$ cat src/rtl/uart_rx.sv
// rtl/uart_rx.sv - 8N1 UART receiver with mid-bit sampling and stop-bit check
//
// Ports:
//   clk           system clock
//   rst           synchronous active-high reset
//   rx_serial     asynchronous serial input, idle high
//   rx_byte       last correctly framed byte, held until the next good frame
//   data_valid    one-cycle pulse: rx_byte has just been updated
//   framing_error one-cycle pulse: stop bit sampled low, byte discarded
//   busy          high whenever the receiver is not idle

module uart_rx #(
  parameter int CLKS_PER_BIT = 16,
  parameter int CNT_W        = $clog2(CLKS_PER_BIT)
) (
  input  logic       clk,
  input  logic       rst,
  input  logic       rx_serial,
  output logic [7:0] rx_byte,
  output logic       data_valid,
  output logic       framing_error,
  output logic       busy
);

  localparam int              HALF      = CLKS_PER_BIT / 2;
  localparam logic [CNT_W-1:0] HALF_LAST = CNT_W'(HALF - 1);
  localparam logic [CNT_W-1:0] BIT_LAST  = CNT_W'(CLKS_PER_BIT - 1);

  typedef enum logic [2:0] {
    S_IDLE,
    S_START,
    S_DATA,
    S_STOP,
    S_CLEAN
  } state_e;

  state_e           state_q, state_d;
  logic             sync1_q, sync1_d;
  logic             sync2_q, sync2_d;
  logic             prev_q, prev_d;
  logic [1:0]       settle_q, settle_d;
  logic [CNT_W-1:0] cnt_q, cnt_d;
  logic [2:0]       bit_idx_q, bit_idx_d;
  logic [7:0]       shift_q, shift_d;
  logic [7:0]       rx_byte_q, rx_byte_d;
  logic             data_valid_q, data_valid_d;
  logic             framing_error_q, framing_error_d;

  logic rx_s;
  logic settled;
  logic fall;

  assign rx_s = sync2_q;

  // The synchroniser and prev flops reset to 1, so for the first three
  // cycles after reset prev/rx_s still hold reset values rather than the
  // real line. A line held low across reset would otherwise look like a
  // falling edge once the low level reaches rx_s; edge detection is only
  // trusted once prev itself has been fed from the pin.
  assign settled = (settle_q == 2'd3);
  assign fall    = settled && prev_q && !rx_s;

  always_comb begin
    state_d         = state_q;
    sync1_d         = rx_serial;
    sync2_d         = sync1_q;
    prev_d          = sync2_q;
    settle_d        = settled ? settle_q : settle_q + 2'd1;
    cnt_d           = cnt_q;
    bit_idx_d       = bit_idx_q;
    shift_d         = shift_q;
    rx_byte_d       = rx_byte_q;
    data_valid_d    = 1'b0;
    framing_error_d = 1'b0;

    case (state_q)
      S_IDLE: begin
        cnt_d     = '0;
        bit_idx_d = 3'd0;
        if (fall) begin
          state_d = S_START;
        end
      end

      S_START: begin
        // Mid-point of the start bit: a high line here means the edge was
        // a glitch, so drop back to idle without reporting anything.
        if (cnt_q == HALF_LAST) begin
          cnt_d   = '0;
          state_d = rx_s ? S_IDLE : S_DATA;
        end else begin
          cnt_d = cnt_q + CNT_W'(1);
        end
      end

      S_DATA: begin
        if (cnt_q == BIT_LAST) begin
          cnt_d            = '0;
          shift_d[bit_idx_q] = rx_s;
          if (bit_idx_q == 3'd7) begin
            state_d = S_STOP;
          end else begin
            bit_idx_d = bit_idx_q + 3'd1;
          end
        end else begin
          cnt_d = cnt_q + CNT_W'(1);
        end
      end

      S_STOP: begin
        if (cnt_q == BIT_LAST) begin
          cnt_d = '0;
          if (rx_s) begin
            rx_byte_d    = shift_q;
            data_valid_d = 1'b1;
          end else begin
            framing_error_d = 1'b1;
          end
          state_d = S_CLEAN;
        end else begin
          cnt_d = cnt_q + CNT_W'(1);
        end
      end

      // One cycle in which the result pulse is visible; leaving here about
      // half a bit before the stop bit ends lets a directly following start
      // edge be seen from IDLE.
      S_CLEAN: begin
        cnt_d     = '0;
        bit_idx_d = 3'd0;
        state_d   = S_IDLE;
      end

      default: begin
        cnt_d     = '0;
        bit_idx_d = 3'd0;
        state_d   = S_IDLE;
      end
    endcase
  end

  always_ff @(posedge clk) begin
    if (rst) begin
      state_q         <= S_IDLE;
      sync1_q         <= 1'b1;
      sync2_q         <= 1'b1;
      prev_q          <= 1'b1;
      settle_q        <= 2'd0;
      cnt_q           <= '0;
      bit_idx_q       <= 3'd0;
      shift_q         <= 8'h00;
      rx_byte_q       <= 8'h00;
      data_valid_q    <= 1'b0;
      framing_error_q <= 1'b0;
    end else begin
      state_q         <= state_d;
      sync1_q         <= sync1_d;
      sync2_q         <= sync2_d;
      prev_q          <= prev_d;
      settle_q        <= settle_d;
      cnt_q           <= cnt_d;
      bit_idx_q       <= bit_idx_d;
      shift_q         <= shift_d;
      rx_byte_q       <= rx_byte_d;
      data_valid_q    <= data_valid_d;
      framing_error_q <= framing_error_d;
    end
  end

  assign rx_byte       = rx_byte_q;
  assign data_valid    = data_valid_q;
  assign framing_error = framing_error_q;
  assign busy          = (state_q != S_IDLE);

endmodule

$ cat config.mk
export PLATFORM = sky130hd
export DESIGN_NAME = uart_rx
export DESIGN_NICKNAME = d
export VERILOG_FILES = /design/src/rtl/uart_rx.sv
export SDC_FILE = /design/constraint.sdc
export NUM_CORES = 1
export LEC_CHECK = 0
export CORE_MARGIN = 5
export CORE_UTILIZATION = 24
export CTS_BUF_LIST = sky130_fd_sc_hd__clkbuf_4
export CTS_CLUSTER_DIAMETER = 50
export DETAILED_ROUTE_END_ITERATION = 7
export GPL_ROUTABILITY_DRIVEN = 0
export SYNTH_ARGS = -nofsm -noshare
export SYNTH_HDL_FRONTEND = slang
export SYNTH_SLANG_ARGS = --single-unit
$ cat constraint.sdc
create_clock -name clk -period 1.3 [get_ports clk]
set_input_delay 0.325 -clock clk [delete_from_list [all_inputs] [get_ports clk]]
set_output_delay 0.325 -clock clk [all_outputs]
set_load 0.05 [all_outputs]
==> impl_metrics.yaml <==
outcome:
  status: "finished, violations left"
  violations: "setup timing"
grt:
  groute.usage.overall: 0.0917
  grt-ovfl-total: 0
  grt_pass1_vias: 1213
  antenna_found_initial: 0
  grt_pass1_wl_mm: 5.69
  grt_max_degree: 20
layout:
  stdcell_area_um2: 2440
  diodes: 0
  area_growth_syn_to_layout_pct: 61.6
  drive_above_1_share: 0.510
  nNetsFinal: 206
worst_setup_path:
  r2r_slack_ns: -0.12
  crit_fanout: 2
  cp-start-kind: "flip-flop"
  arrival_ns: 1.23
  path_class: "reg2out"
  required_ns: 0.98
  end_kind: "primary output"
synthesis:
  synth.distinct_cells: 40
  ys_ff_latch: 33
  syn_area_um2: 1510
  synth-edff-count: 0
  synthArstFlopShare: 0
  yosys.area.top_type: "dfxtp_1"
  synth.top_cell.area_share: 0.437
  syn_inst: 157
  syn-num-nets: 164
  synth.avg_cell_area_um2: 9.63
  synth_seq_area_share: 0.437
  dominantRegCellSynth: "dfxtp_1"
  ys_top_cells_by_area: "dfxtp_1, mux2i_1, nand3_1"
  yosys_warnings: 0
floorplanning:
  start_util: 0.242
  core.rowCount: 29
  dieArea_um2: 7990
  ios: 14
  die_w_um: 89.4
  core_um2: 6240
  die_y_um: 89.4
route:
  wl_mm: 3.71
  avgViaCountPerCell: 4.74
  detail-route-antenna-nets: 0
  first_pass_iters: 4
  post_drt_wl_per_cell_um: 13.4
  drc: 0
  drt_iter0_markers: 78
  num_vias: 1314
clock_network:
  cts_buffers: 5
  clock_path_buffers: 2
  clock_sinks: 33
  clk_pin_slew_ns: 0.10
  clk_latency_ns: 0.34
  cts-root-buf: "clkbuf_4"
  tritoncts: "built"
  htreeDepth: 2
sta:
  fin_hold_ws_ns: 0.413
  worst_slew_pin_slew_ns: 0.305
  setup_slack_ns: -0.255
  hold_viol_final: 0
  setup_violations: 24
  rsz0062_at_grt: "yes"
  skew_ns: 0.00944
  maxClockFrequency_ghz: 0.643
  period_minus_slack_ns: 1.55
  fin_setup_tns_ns: -1.67
  fin_crit_sh: 1.20
  slew_headroom: 0.796
  drv_slew: 0
place:
  port_buffers: 13
  placed_area_um2: 1960
  dp.final_hpwl_mm: 2.33
power:
  p_leak_nw: 0.908
  power.density_nw_per_um2: 700
  max-vdd-ir-drop_mv: 0.603
worst_hold_path:
  hold_class: "reg2reg"
run:
  drv_cap: 0
[Yosys cell counts (2+ instances only)]
| cell | count |
|---|---|
| a21oi_1 | 12 |
| and3_1 | 3 |
| and3b_1 | 2 |
| buf_2 | 3 |
| buf_4 | 2 |
| buf_6 | 2 |
| dfxtp_1 | 33 |
| ha_1 | 4 |
| inv_1 | 2 |
| mux2i_1 | 10 |
| nand2_1 | 14 |
| nand2b_1 | 2 |
| nand3_1 | 14 |
| nand4_1 | 7 |
| nor2_1 | 4 |
| nor3_1 | 4 |
| nor3b_2 | 3 |
| o21ai_1 | 9 |
| o311ai_1 | 3 |
| or2_1 | 2 |
| xor2_1 | 3 |
[placed cells by master, fill, tap and decap left out, types with 6 or more instances in the layout]
cell type,instances
dfxtp_1,26
buf_4,17
buf_12,15
nand2_1,13
nand3_2,11
mux2i_1,10
o21ai_1,8
buf_6,8
nand4_1,7
a21oi_2,6
a21oi_1,6
clkbuf_4,6
[worst paths after layout]
kind,startpoint,to,depth (start not counted)
worst max-delay path,state_q[0],busy,2
worst min-delay path,sync1_q,prev_d,1
worst max register to register,state_q[2],cnt_q[0],7
worst min register to register,sync1_q,prev_d,1
[per-stage QoR]
step	worst slack [ns]	instances	util	power [mW]
global placement	-0.0341	258	0.314	1.15
floorplan	0.0376	157	-	1.12
global route	-0.300	277	0.391	1.80
detailed placement	-0.0602	258	0.314	1.15
CTS	-0.263	269	0.332	1.72
finish	-0.255	277	0.391	1.71
[what timing repair did]
action	in CTS	in global routing
hold buffers	0	0
gates resized for setup	11	54
setup endpoints to repair	4	26
buffers inserted	3	6
gates cloned	0	2
pin swaps	1	33
[power by group]
group	switching [mW]	total [mW]	internal [mW]
Combinational	0.0495	0.0954	0.0459
Sequential	0.0111	1.04	1.02
Clock	0.353	0.580	0.227
[registers in the layout, summed over array words and instances (netlist names)]
name and count:
rx_byte 8, state_q 3, sync1_q 1, prev_d 1, prev_q 1, cnt_q 4
data_valid 1, shift_q 8, bit_idx_q 3, framing_error 1, settle_q 2
[worst max-delay path: stages, from the launching register on]
cell	delay (ns)
dfxtp_4	0.36
or3_4	0.38
buf_12	0.16
[per-layer routing]
metal	track usage	share of wire	up-vias
met1	0.121	0.47	635
met2	0.144	0.49	18
li1	-	-	658
met5	0	0	-
met3	0.0276	0.035	3
met4	0.0284	0.0084	0
[cells by family after synthesis]
group                    count (synthesis)  share of synthesized area
AND/OR/NAND/NOR                         65                      0.272
AO/OA/AOI/OAI                           28                      0.111
XOR/XNOR                                 4                     0.0232
adder cells (fa/ha/maj)                  4                     0.0331
flip-flops                              33                      0.437
multiplexers                            10                     0.0662
buffers and inverters                   13                     0.0571
[final cells by class]
| class | instances | area, um2 |
|---|---|---|
| Inverter | 3 | 11.3 |
| Sequential cell | 33 | 674 |
| Clock buffer | 6 | 45.0 |
| Fill cell | 627 | 3800 |
| Tap cell | 77 | 96.3 |
| Clock inverter | 2 | 10.0 |
| Timing Repair Buffer | 45 | 603 |
| Multi-Input combinational cell | 111 | 1000 |
No activity file was read; power rests on OpenSTA's default activity.
